[config.mk]
export PLATFORM = sky130hd
export DESIGN_NAME = rr_req_queue
export DESIGN_NICKNAME = d
export VERILOG_FILES = /design/src/rtl/rr_req_queue.sv
export SDC_FILE = /design/constraint.sdc
export NUM_CORES = 1
export LEC_CHECK = 0
export CORE_AREA = 10 10 132 134
export DETAILED_ROUTE_END_ITERATION = 6
export DIE_AREA = 0 0 142 144
export PLACE_DENSITY = 0.72
export SETUP_SLACK_MARGIN = 0.4
export SYNTH_ARGS = -nofsm -noshare
export SYNTH_HDL_FRONTEND = slang
export SYNTH_SLANG_ARGS = --single-unit
[constraint.sdc]
create_clock -name clk -period 2.5 [get_ports clk]
set_clock_uncertainty 0.2 [all_clocks]
set_input_delay 0.25 -clock clk [delete_from_list [all_inputs] [get_ports clk]]
set_output_delay 0.25 -clock clk [all_outputs]
set_load 0.01 [all_outputs]
[src/rtl/rr_req_queue.sv]
// rr_req_queue: per-source request FIFOs in front of a 4-way round-robin arbiter.
// Each source pushes into its own FIFO; FIFO occupancy drives request_sig, and the
// arbiter's registered one-hot grant pops the granted head into one registered
// valid/ready output channel.
// Optional build macro: RR_REQ_QUEUE_GRANT_CHK_EN enables the sticky grant_err
// protocol checker (grant with multiple bits set, or grant without a prior request).
// Without the macro grant_err is tied low.
module rr_req_queue #(
  parameter int N_REQ  = 4,
  parameter int DATA_W = 8,
  parameter int DEPTH  = 4
) (
  input  logic                       clk,
  input  logic                       rstn,
  input  logic [N_REQ-1:0]           in_valid,
  input  logic [N_REQ*DATA_W-1:0]    in_data,
  output logic [N_REQ-1:0]           in_ready,
  output logic [N_REQ-1:0]           request_sig,
  input  logic [N_REQ-1:0]           grant,
  output logic                       out_valid,
  output logic [DATA_W-1:0]          out_data,
  output logic [$clog2(N_REQ)-1:0]   out_src,
  input  logic                       out_ready,
  output logic                       grant_err
);

  localparam int PTR_W = $clog2(DEPTH);
  localparam int CNT_W = PTR_W + 1;
  localparam int SRC_W = $clog2(N_REQ);
  localparam logic [CNT_W-1:0] FULL_CNT = CNT_W'(DEPTH);

  logic [DATA_W-1:0] mem   [N_REQ][DEPTH];
  logic [PTR_W-1:0]  head  [N_REQ];
  logic [PTR_W-1:0]  tail  [N_REQ];
  logic [CNT_W-1:0]  count [N_REQ];

  logic [N_REQ-1:0]  not_empty;
  logic [N_REQ-1:0]  push;
  logic [N_REQ-1:0]  pop;
  logic              slot_free;
  logic              grant_onehot;
  logic              pop_any;
  logic [SRC_W-1:0]  pop_idx;
  logic [DATA_W-1:0] head_data;

  // Handshake decode: FIFO status, arbiter requests and per-source push/pop enables.
  // A request is only raised when the output register can take a word, so a stalled
  // output never lets the arbiter grant into a blocked slot.
  always_comb begin
    slot_free    = !out_valid || out_ready;
    grant_onehot = (grant != '0) && ((grant & (grant - N_REQ'(1))) == '0);
    for (int i = 0; i < N_REQ; i++) begin
      not_empty[i]   = (count[i] != '0);
      in_ready[i]    = (count[i] != FULL_CNT);
      request_sig[i] = not_empty[i] && slot_free;
      push[i]        = in_valid[i] && in_ready[i];
      pop[i]         = grant[i] && grant_onehot && not_empty[i] && slot_free;
    end
  end

  // Select the popped source and its head entry (at most one pop bit is set).
  always_comb begin
    pop_idx = '0;
    for (int i = 0; i < N_REQ; i++) begin
      if (pop[i]) pop_idx = SRC_W'(i);
    end
    pop_any   = |pop;
    head_data = mem[pop_idx][head[pop_idx]];
  end

  // FIFO storage: payload only, validity is tracked by the pointers and counts.
  always_ff @(posedge clk) begin
    for (int i = 0; i < N_REQ; i++) begin
      if (push[i]) mem[i][tail[i]] <= in_data[i*DATA_W +: DATA_W];
    end
  end

  // FIFO pointers and occupancy; a push and pop on the same FIFO leave count unchanged.
  always_ff @(posedge clk or negedge rstn) begin
    if (!rstn) begin
      for (int i = 0; i < N_REQ; i++) begin
        head[i]  <= '0;
        tail[i]  <= '0;
        count[i] <= '0;
      end
    end else begin
      for (int i = 0; i < N_REQ; i++) begin
        if (push[i]) tail[i] <= tail[i] + PTR_W'(1);
        if (pop[i])  head[i] <= head[i] + PTR_W'(1);
        if (push[i] && !pop[i])      count[i] <= count[i] + CNT_W'(1);
        else if (pop[i] && !push[i]) count[i] <= count[i] - CNT_W'(1);
      end
    end
  end

  // Output register: load on pop, drain when accepted, hold while stalled.
  always_ff @(posedge clk or negedge rstn) begin
    if (!rstn) begin
      out_valid <= 1'b0;
      out_data  <= '0;
      out_src   <= '0;
    end else if (pop_any) begin
      out_valid <= 1'b1;
      out_data  <= head_data;
      out_src   <= pop_idx;
    end else if (out_ready) begin
      out_valid <= 1'b0;
    end
  end

`ifdef RR_REQ_QUEUE_GRANT_CHK_EN
  logic [N_REQ-1:0] req_q;
  logic             grant_multi;
  logic             grant_unreq;

  // A grant is suspicious if it has several bits, or targets an empty FIFO that
  // was not requesting last cycle (the normal one-cycle grant lag is excluded).
  always_comb begin
    grant_multi = ((grant & (grant - N_REQ'(1))) != '0);
    grant_unreq = |(grant & ~not_empty & ~req_q);
  end

  // Remember last cycle's requests and latch the sticky error flag.
  always_ff @(posedge clk or negedge rstn) begin
    if (!rstn) begin
      req_q     <= '0;
      grant_err <= 1'b0;
    end else begin
      req_q <= request_sig;
      if (grant_multi || grant_unreq) grant_err <= 1'b1;
    end
  end
`else
  assign grant_err = 1'b0;
`endif

endmodule
# After elaboration in Yosys (flattened, before gate mapping)
# Memories as Yosys holds them, arrays and structs flattened.
# Cells that the tools add are included.
dict set report classes {
  add_sub_neg 17
  magnitude_cmp 10
  n_eq_ne 4
  mux 35
  n_bitwise 7
  reduce_logical 55
}
# op count
set op_table {}
lappend op_table {{32-bit two-way mux} 4}
lappend op_table {{8-bit demux with 2-bit select} 4}
lappend op_table {{8-bit two-way mux} 6}
lappend op_table {{1-bit logical AND} 33}
lappend op_table {{3-bit two-way mux} 8}
lappend op_table {{3-bit greater-or-equal comparator (second input constant)} 6}
lappend op_table {{2-bit NOT with 3-bit output} 6}
lappend op_table {{2-bit by 1-bit adder with 2-bit output (second input constant)} 8}
lappend op_table {{8-bit binary-select mux with 2-bit select} 1}
lappend op_table {{3-bit by 1-bit adder with 3-bit output (second input constant)} 4}
lappend op_table {{3-bit by 1-bit < comparator with 1-bit output (second input constant)} 4}
lappend op_table {{3-bit != test (second input constant)} 4}
lappend op_table {{3-bit nonzero test} 4}
lappend op_table {{3-bit by 1-bit subtractor with 3-bit output (second input constant)} 4}
lappend op_table {{2-bit nonzero test} 5}
lappend op_table {{1-bit logical NOT} 9}
lappend op_table {{2-bit two-way mux} 4}
lappend op_table {{1-bit two-way mux} 7}
lappend op_table {{4-bit AND} 1}
lappend op_table {{2-bit binary-select mux with 2-bit select} 1}
lappend op_table {{4-bit logical NOT} 1}
lappend op_table {{4-bit nonzero test} 1}
lappend op_table {{4-bit OR reduction} 1}
lappend op_table {{4-bit by 1-bit subtractor with 4-bit output (second input constant)} 1}
lappend op_table {{1-bit logical OR} 1}
dict set report word_totals {
  reg_bits 39
  ram_bits 128
  input_bits 43
  word_cells 144
  memories 1
}
# memory words word_bits read_ports rd_clocked_by_memory_dff wr line
set mem_list {}
lappend mem_list {mem 4 32 1 0 4 32} ;# logic [DATA_W-1:0] mem [N_REQ][DEPTH];

# Depth between registers and ports, before layout
# Gate-level depths: netlist of run 1.
dict set report depth {
  depth_word 18
  ltp_mapped 13
}

# Worst setup path after synthesis of run 1
# Ideal clock, no wire load.
dict set report synth_timing {
  kind {reg2reg}
  from {register out_valid}
  to {register count[1] in the netlist's numbering}
  arrival_ns 2.383
  t_required_ns 2.175
  path_slack_ns -0.207
  stages_incl_launch_ff 11
  n_path_buf 3
  path_cell_list {dfrtp_1 > nor2b_4 > buf_6 > or3_4 > or2_1 > buf_2 > buf_6 > ha_1 > inv_1 > fa_1 > mux2_2}
}
dict set report synth_between {
  elab_chain_len 6
  elab_cells_between_ends 8
}
# element line
set synth_rtl {}
lappend synth_rtl {{start, declared} 20} ;# output logic out_valid,
lappend synth_rtl {{start signal, assigned} 99} ;# out_valid <= 1'b0;
lappend synth_rtl {{start signal, assigned} 103} ;# out_valid <= 1'b1;
lappend synth_rtl {{start signal, assigned} 107} ;# out_valid <= 1'b0;
lappend synth_rtl {{1-bit logical NOT (*)} 50} ;# slot_free = !out_valid || out_ready;
lappend synth_rtl {{1-bit logical OR (*)} 50}
lappend synth_rtl {{1-bit logical AND (*)} 57} ;# pop[i] = grant[i] && grant_onehot && not_empty[i] && slot_free;
lappend synth_rtl {{1-bit logical NOT} 90} ;# if (push[i] && !pop[i]) count[i] <= count[i] + CNT_W'(1);
lappend synth_rtl {{1-bit logical AND} 90}
lappend synth_rtl {{3-bit two-way mux or 2-bit nonzero test (tied branches)} --}
lappend synth_rtl {{end signal, assigned by index} 90}
lappend synth_rtl {{end signal, assigned by index} 91} ;# else if (pop[i] && !push[i]) count[i] <= count[i] - CNT_W'(1);
lappend synth_rtl {{end, declared} 35} ;# logic [CNT_W-1:0] count [N_REQ];
# Mark *: on every way between the ends. The rest lies on a longest branch, timed or not.
# A chain may end at the register's enable or synchronous reset.

# Worst setup path after layout of run 1
dict set report layout_timing {
  from {register out_valid}
  to {register out_data[0]}
}
dict set report layout_between {
  elab_chain_len 14
  elab_cells_between_ends 19
}
# element line
set layout_rtl {}
lappend layout_rtl {{1-bit logical NOT (*)} 50}
lappend layout_rtl {{1-bit logical OR (*)} 50}
lappend layout_rtl {{1-bit logical AND} 57}
lappend layout_rtl {{1-bit two-way mux} 65} ;# if (pop[i]) pop_idx = SRC_W'(i);
lappend layout_rtl {{2-bit two-way mux (2 in series)} 65}
lappend layout_rtl {{2-bit NOT with 3-bit output (implied by the code)} 68} ;# head_data = mem[pop_idx][head[pop_idx]];
lappend layout_rtl {{2-bit binary-select mux with 2-bit select} 68}
lappend layout_rtl {{2-bit two-way mux (implied by the code) (2 in series)} 68}
lappend layout_rtl {{2-bit NOT with 3-bit output (implied by the code)} 68}
lappend layout_rtl {{8-bit binary-select mux with 2-bit select} 68}
lappend layout_rtl {{8-bit two-way mux (implied by the code) (2 in series)} 68}
lappend layout_rtl {{end signal, assigned} 104} ;# out_data <= head_data;
lappend layout_rtl {{end, declared} 21} ;# output logic [DATA_W-1:0] out_data,
# Mark *: on every way between the ends. The rest lies on a longest branch, timed or not. The select of a mux whose other input is x is not followed.

==> results of run 1 <==
[final cells by class]
class,instances,area [um^2],area share [%]
Multi-Input combinational cell,287,2392,25.50
Clock buffer,17,425.4,4.535
Tap cell,188,235.2,2.508
Clock inverter,15,183.9,1.961
Timing Repair Buffer,129,1249,13.31
Sequential cell,167,4826,51.45
Inverter,17,68.82,0.7336
[report_power, final]
group	switching (mW)	internal, mW	total (mW)
Combinational	1.62	1.48	3.10
Sequential	0.403	3.79	4.19
Clock	1.05	1.66	2.71
Total	3.07	6.92	10.0
[cell families after synthesis]
kind of cell | synth area share [%]
AOI/OAI and AO/OA | 12.70
xor gates and xnor gates | 2.919
adders and majority gates | 4.587
buffers and inverters | 3.562
DFF | 66.92
muxes | 0.6254
other | 0.05207
and+or+nand+nor | 8.635
[cells in the mapped netlist, types with 2 or more instances]
master	count
fa_1	4
edfxtp_1	128
o211ai_1	2
a21oi_2	7
nor3_2	3
and2_1	2
a31oi_1	13
mux2_2	4
o221ai_1	33
nand3_1	12
and3_1	17
buf_4	4
xor2_1	11
nand2_1	46
a211oi_2	7
buf_6	9
nor2_1	24
o22ai_1	15
buf_2	10
ha_1	20
o21ai_0	5
nand2b_1	3
a32oi_1	2
o21ai_1	7
or2_1	3
clkbuf_1	3
a211oi_1	7
xnor2_1	13
and2_0	4
dfrtp_1	39
inv_1	16
o221ai_2	3
nor3_1	3
a21oi_1	3
[per-stage QoR]
| stage | utilization (%) | hold slack (ns) |
|---|---|---|
| 6_report | 63.11 | 0.1602 |
| 5_1_grt | 63.11 | 0.2214 |
| 4_1_cts | 62.17 | 0.1649 |
| 3_5_place_dp | 56.01 | 0.07030 |
| 3_3_place_gp | 56.01 | 0.05334 |
| 2_1_floorplan | - | -0.2456 |
[registers in the layout (all words and copies together), names as in the netlist]
signal     cells
out_valid      1
tail           8
mem          128
out_src        2
count         12
out_data       8
head           8
[cells in the final DEF, fill, tap and decap left out, types with 6 or more instances in the layout]
master           Yosys  final
o221ai_1            33     30
nand3_1             12      8
xnor2_1             13     13
buf_4                4     53
clkbuf_16            0     17
nand2_1             46     44
dfrtp_1             39     34
xor2_1              11     11
a21oi_2              7      8
ha_1                20     16
o221ai_2             3      6
buf_6                9      6
a211oi_2             7     11
buf_12               0      6
o22ai_1             15     12
edfxtp_1           128    128
and3_1              17     16
clkdlybuf4s50_1      0     52
dlygate4sd2_1        0      6
nor2_1              24     20
inv_1               16     11
a31oi_1             13     13
[metal layers]
layer	up-vias	global-route usage, %	wire [um]
li1	2139	-	-
met1	2407	20.31	6831
met2	153	29.80	9237
met3	38	4.165	940
met4	0	7.746	493
met5	-	0	0
[what timing repair did]
action | in CTS | in global routing
gates cloned | 2 | 0
hold endpoints to repair | 19 | 0
endpoints found under the setup margin | 24 | 21
hold buffers | 1 | 0
pin swaps | 25 | 12
setup buffers | 14 | 4
gates resized for setup | 53 | 27
[worst max-delay path by stage]
stage / start / to / slack (ns) / cells after the start
2_1_floorplan: out_valid / count[1] / -0.11 / 10
3_3_place_gp: out_ready / count[1] / -0.14 / 8
3_5_place_dp: grant[3] / out_data[1] / -0.26 / 9
4_1_cts: count[2] / out_data[7] / 0.16 / 10
5_1_grt: out_valid / out_data[2] / 0.1 / 11
6_report: out_valid / out_data[0] / 0.14 / 8
[worst reg2reg max path, delay by kind of cell, from the launching register on]
family                 cells  cell delay [ns]
AOI/OAI and AO/OA          4             0.70
buffers and inverters      1             0.21
DFF                        1             0.38
and+or+nand+nor            3             0.74
==> out/metrics.cfg, run 1 <==
[finish]
syn_to_final_growth_pct = 30.25
num_antenna_cells = 0
nNetsFinal = 686
drive_above_1_share_pct = 29.11
fin_area_um2 = 9380
stdcell_count = 820
nFillCells = 1094

[synth]
synth_area_leaders = edfxtp_1 (53%), dfrtp_1 (14%), o221ai_1 (4.0%), ha_1 (3.5%), nand2_1 (2.4%)
synth_area_um2 = 7202
avgSynthCellArea_um2 = 14.49
synth_seq_cells = 167
async_flop_share_pct = 23.35
synthDominantCellAreaShare_pct = 53.37
synth_fp_nets = 564
synth_cell_type_count = 49
synth_edf_count = 128
synth_top_area_cell = edfxtp_1
seq_area_frac_synth_pct = 66.92
ys.flop_type = edfxtp_1
synth_cells = 497
ys_warn_count = 0

[pwr]
power.total_mw = 9.995
power_leakage_nw = 3.449
power.density_nw_per_um2 = 1066
ir_worst_vdd_mv = 0.5966

[timing]
rsz0062_at_grt = true
hold_viol_final = 0
fin_tns_setup_ns = 0
worstMarginPinSlew_ns = 0.5873
layout_worst_path_cycle_share_pct = 94.50
finalMaxSlewViolations = 0
slew_headroom_pct = 60.84
setup_viol = 0
period_needed_ns = 2.363
fmax_mhz = 423.3
setup_ws_ns = 0.1374

[global_routing]
grt_pass1_vias = 4932
grt_pass1_wl_mm = 26.95
track_usage_pct = 17.40
grt_max_degree = 35
antenna_found_initial = 0
gr-total-overflow = 0

[placement]
postPlaceCellArea_um2 = 8325
dp.final_hpwl_mm = 12.12
dp_slack_ns = -0.2617
gp_congestion = 0.8279
dp_cells = 767
io_buffers = 61

[critical_path]
crit_type = register to register
critPathMostFrequentCell = a211oi_2
worstPathCellList = nor2b_4 > or3_4 > or2_4 > buf_4 > o22ai_1 > a31oi_1 > a211oi_2 > a211oi_2
cp_slowest_stage_delay_ns = 0.38
reg2reg_to = out_data[0]
critPathSlowestCell = dfrtp_1
path_buf_inv = 1
end_kind = register
arrival_ns = 2.46
critical_path_required_ns = 2.60
path_max_fanout = 15
reg2reg_setup_slack_ns = 0.14
start_kind = register
r2r-start = out_valid
critical-path-top-delay-family = simple AND/OR/NAND/NOR gates
worstRegToRegCells = 8

[clock_tree]
clkSinkCount = 167
htreeDepth = 4
path_clk_slew_ns = 0.06
cts_made_buffers = 17
cts-root-buf = clkbuf_16
clockBufferDepth = 2
tritoncts = yes
clk_latency_ns = 0.42

[die]
num_rows = 45
die_h_um = 144
die_w_um = 142
coreArea_um2 = 14860
start_util_pct = 48.45
dieArea_um2 = 20450
ios = 63

[route]
detail_route.wirelength_mm = 17.50
wl_per_cell_um = 21.35
viasPerCell = 5.777
drc = 0
first_iter_violations = 252
ant_nets = 0
vias = 4737
first_pass_iters = 4

[flow_run]
maxCapViolCount = 0

[run_status]
status = finished, final reports clean

[hold_path]
hold_path.class = input port to asynchronous set/reset pin

Note: power is estimated with default switching activity, not from simulation.
==> run 2: changes to the inputs <==
Settings changed: ABC_CLOCK_PERIOD_IN_PS set to 2500, CELL_PAD_IN_SITES_DETAIL_PLACEMENT set to 2, CELL_PAD_IN_SITES_GLOBAL_PLACEMENT set to 2, CORE_AREA 10 10 132 134 to 10 10 151 153, DIE_AREA 0 0 142 144 to 0 0 161 163, PLACE_DENSITY 0.72 to unset, PLACE_DENSITY_LB_ADDON set to 0.1.
==> run 2 against run 1 <==
Effect of this change:
- setup slack lost 0.098 ns
- global-route usage shrank 0.10 points
- utilization shrank 14 points
- combinational power grew 9.4%
- cell count grew 11%
- sequential cell count is the same
- sequential power grew 1%
- design area grew 3.3%
- first-iteration DRC count shrank 11%
- critical endpoint unchanged
- register-to-register slack lost 0.098 ns
- total power grew 2.1%
- routed wire length grew 30%
==> out/metrics.cfg, run 2 (synthesized netlist as in run 1, its figures left out) <==
[run_status]
status = finished, final reports clean

[timing]
slew_headroom_pct = 59.66
layout_worst_path_cycle_share_pct = 98.42
rsz0062_at_grt = true
hold_viol_final = 0
period_needed_ns = 2.460
worstMarginPinSlew_ns = 0.6052
whs_ns = 0.1549
fmax_mhz = 406.4
setup_viol = 0
finalMaxSlewViolations = 0

[placement]
dp.final_hpwl_mm = 15.43
io_buffers = 61
gp_congestion = 0.7940

[clock_tree]
cts_made_buffers = 17
clockBufferDepth = 2
path_clk_slew_ns = 0.07
tritoncts = yes
htreeDepth = 4
clkSinkCount = 167
cts-root-buf = clkbuf_16
clk_latency_ns = 0.44

[finish]
largest_reg_flops = 128
num_antenna_cells = 0
utilization_pct = 48.69
final_common_cell = edfxtp_1
nNetsFinal = 695
drive_above_1_share_pct = 32.92
final_cell_mix = edfxtp_1 (128), buf_4 (57), clkdlybuf4s50_1 (52), nand2_1 (43), dfrtp_1 (36)
syn_to_final_growth_pct = 34.59

[route]
detail_route.wirelength_mm = 22.76
wl_per_cell_um = 24.98
first_pass_iters = 4
drc = 0
viasPerCell = 5.215
ant_nets = 0
vias = 4751
first_iter_violations = 225

[global_routing]
grt_pass1_vias = 5528
antenna_found_initial = 0
gr-total-overflow = 0
grt_pass1_wl_mm = 33.91
grt_max_degree = 35
track_usage_pct = 17.29

[pwr]
power_leakage_nw = 3.533
power.density_nw_per_um2 = 1053
ir_worst_vdd_mv = 0.5286

[critical_path]
path_max_fanout = 7
end_kind = register
start_kind = register
critical_path_required_ns = 2.62
critPathSlowestCell = dfrtp_1
arrival_ns = 2.58
crit_type = register to register
worstPathCellList = nor3_4 > nor2_2 > buf_4 > and3_4 > o32ai_4 > buf_6 > clkbuf_16 > a211oi_2 > a211oi_1
reg2reg_setup_slack_ns = 0.04
cp_slowest_stage_delay_ns = 0.42

[die]
start_util_pct = 36.17
die_h_um = 163
num_rows = 52
coreArea_um2 = 19910
ios = 63
die_w_um = 161
dieArea_um2 = 26240

[flow_run]
maxCapViolCount = 0

[hold_path]
hold_path.class = input port to asynchronous set/reset pin

==> run 2: final cells by class <==
class / instances / area (um^2)
Timing Repair Buffer: 138 / 1401
Clock inverter: 15 / 141.4
Fill cell: 1912 / 10220
Tap cell: 270 / 337.8
Multi-Input combinational cell: 287 / 2495
Sequential cell: 167 / 4823
Clock buffer: 17 / 425.4
Inverter: 17 / 68.82
==> run 2: layer usage <==
metal	global-route usage (%)	wire length (um)	up-vias
met5	0	0	-
met4	5.707	373	0
met3	4.221	701	23
met2	31.79	12580	93
met1	19.16	9096	2487
li1	-	-	2148
==> run 2: critical path, delay by kind of cell (launching register included) <==
family,cells,cell delay [ns]
compound gates,3,0.67
simple gates,3,0.55
buf+inv,3,0.49
flops,1,0.42
==> run 2: repair_timing <==
item                                   4_1_cts  5_1_grt
hold buffers                                 1        0
setup buffers                               12        6
pin swaps                                   21       21
endpoints found under the hold margin       15        0
resized for setup                           54       49
gates cloned                                 2        1
setup endpoints to repair                   28       25
==> run 2: final timing paths <==
path / startpoint / end / cells after the start
worst max-delay path: count[8] / out_data[0] / 9
worst min-delay path: rstn / out_data[3] / 2
worst max register to register: count[8] / out_data[0] / 9
worst min register to register: head[3] / head[3] / 1
max in group asynchronous: rstn / count[11] / 3
min in group clk: in_data[22] / mem[2][6] / 1
==> run 2: through the flow <==
stage                     power, mW  setup TNS [ns]  std cells  setup slack [ns]  instance area [um^2]
after floorplan               5.724         -0.2358        497           -0.1148                  7268
after global placement        6.818          -2.597        857           -0.2889                  8501
after detailed placement      7.031          -4.168        857           -0.3797                  8501
after CTS                     9.906               0        904            0.1109                  9438
after global routing          10.79         -0.1467        911          -0.06376                  9693
final                         10.21               0        911           0.03957                  9693
==> run 2: report_power, final <==
part / internal (mW) / switching, mW / total (mW)
Combinational: 1.60 / 1.79 / 3.39
Sequential: 3.79 / 0.455 / 4.24
Clock: 1.39 / 1.18 / 2.57
Total: 6.78 / 3.43 / 10.2
==> run 3: changes to the inputs <==
Settings changed: CORE_AREA 10 10 151 153 to 10 10 139 166, DIE_AREA 0 0 161 163 to 0 0 149 176.
==> run 3 against run 2 <==
Effect of this change:
- the flow now finishes with violations (negative setup slack)
- non-clock buffer count rose by 5
- global-route usage fell by 0.48 points
- first-iteration DRC count decreased by 26%
- sequential power about the same
- largest power group unchanged
- critical path depth grew 2
- setup slack lost 0.086 ns
- routed wire length shrank 0.98%
- die area barely moved
- total power is 2.1% higher
- critical endpoint is now out_data[5]
- utilization fell by 0.12 points
- maximum frequency decreased by 3.4%
- count of clock-buffer cells in the layout unchanged
==> out/metrics.cfg, run 3 (synthesized netlist as in run 1, its figures left out) <==
[die]
coreArea_um2 = 19970
dieArea_um2 = 26220
start_util_pct = 36.07
num_rows = 57
ios = 63
die_h_um = 176
die_w_um = 149

[run_status]
failed_checks = negative setup slack
status = finished, violations left

[route]
vias = 4796
first_pass_iters = 4
viasPerCell = 5.265
ant_nets = 0
first_iter_violations = 166
drc = 0
wl_per_cell_um = 24.73
detail_route.wirelength_mm = 22.53

[critical_path]
critical_path_required_ns = 2.60
arrival_ns = 2.65
end_kind = register
crit_type = register to register
start_kind = register
path_max_fanout = 6

[pwr]
power.total_mw = 10.43
ir_worst_vdd_mv = 0.4989
power_leakage_nw = 3.542
power.density_nw_per_um2 = 1075

[timing]
rsz0062_at_grt = true
finalMaxSlewViolations = 0
period_needed_ns = 2.547
layout_worst_path_cycle_share_pct = 101.9
setup_ws_ns = -0.04654
hold_viol_final = 0
fin_tns_setup_ns = -0.04654
fmax_mhz = 392.7
worstMarginPinSlew_ns = 0.7485
setup_viol = 1
slew_headroom_pct = 50.10

[finish]
final_cell_mix = edfxtp_1 (128), clkdlybuf4s50_1 (52), buf_4 (52), nand2_1 (40), dfrtp_1 (35)
nNetsFinal = 700
ff_latch_area_um2 = 4825
num_antenna_cells = 0
stdcell_count = 911
nFillCells = 1931
final_common_cell = edfxtp_1
multi_input_area_um2 = 2452
drive_above_1_share_pct = 32.66
utilization_pct = 48.57
syn_to_final_growth_pct = 34.68
largest_reg_flops = 128

[hold_path]
hold_path.class = input port to asynchronous set/reset pin

[placement]
dp.final_hpwl_mm = 15.59
gp_congestion = 0.8064
dp_cells = 848
io_buffers = 61

[clock_tree]
cts-root-buf = clkbuf_16
clockBufferDepth = 2
path_clk_slew_ns = 0.07
clkSinkCount = 167
cts_made_buffers = 17
clk_latency_ns = 0.43
tritoncts = yes
htreeDepth = 4

[flow_run]
maxCapViolCount = 0

[global_routing]
gr-total-overflow = 0
grt_max_degree = 35
antenna_found_initial = 0
track_usage_pct = 16.81
grt_pass1_wl_mm = 32.62
grt_pass1_vias = 5434

==> run 3: cell count changes in the layout (fill, tap and decap cells not counted), sizes merged <==
cell	change
buf	+6
clkbuf	-2
clkinv	-2
bufinv	+1
clkdlybuf4s15	+1
inv	+1
==> run 3: through the flow <==
step | setup WS (ns) | area, um^2 | hold WS (ns)
2_1_floorplan | -0.1148 | 7268 | -0.2456
3_3_place_gp | -0.2603 | 8464 | 0.1443
3_5_place_dp | -0.3878 | 8464 | 0.1508
4_1_cts | 0.07962 | 9299 | 0.2434
5_1_grt | -0.1196 | 9699 | 0.2669
6_report | -0.04654 | 9699 | 0.2269
==> run 3: final timing paths <==
check / start / endpoint / slack, ns / cells after the start
max: count[8] / out_data[5] / -0.05 / 11
min: rstn / tail[3] / 0.23 / 2
max reg2reg: count[8] / out_data[5] / -0.05 / 11
min reg2reg: head[2] / head[2] / 0.28 / 1
max in group asynchronous: rstn / count[7] / 1.25 / 3
min in group clk: in_data[12] / mem[1][4] / 0.26 / 1
==> run 3: final cells by class <==
cell class | instances | share of cell area [%]
sequential | 167 | 49.74
multi-input combinational | 287 | 25.28
timing repair buffer | 143 | 14.76
clock buffer | 17 | 4.386
tap | 265 | 3.418
clock inverter | 15 | 1.703
inverter | 17 | 0.7095
==> run 3: worst max-delay path, stage by stage (launching register included) <==
cell	delay, ns
dfrtp_1	0.41
nor3_4	0.31
nor2_2	0.09
buf_4	0.15
and3_4	0.18
o32ai_4	0.31
buf_6	0.16
buf_16	0.12
buf_8	0.12
nand3_1	0.11
o21ai_2	0.13
a211oi_2	0.11
==> run 3: report_power, final <==
part / total, mW / internal, mW / switching [mW]
Clock: 2.68 / 1.50 / 1.18
Combinational: 3.53 / 1.68 / 1.85
Sequential: 4.22 / 3.79 / 0.426
==> run 3: what timing repair did <==
action                                  4_1_cts  5_1_grt
hold buffers                                  1        0
endpoints found under the setup margin       27       24
resized for setup                            45       74
hold endpoints to repair                     25        0
buffers inserted                             11       18
gates cloned                                  1        0
pin swaps                                    10       33
==> run 3: layer usage <==
metal  part of all wire, %  global-route usage (%)  wire length, um
met5                     0                       0                0
met4                   3.4                   7.658              755
met3                   3.1                   3.150              692
met1                    37                   17.30             8271
met2                    57                   31.92            12810
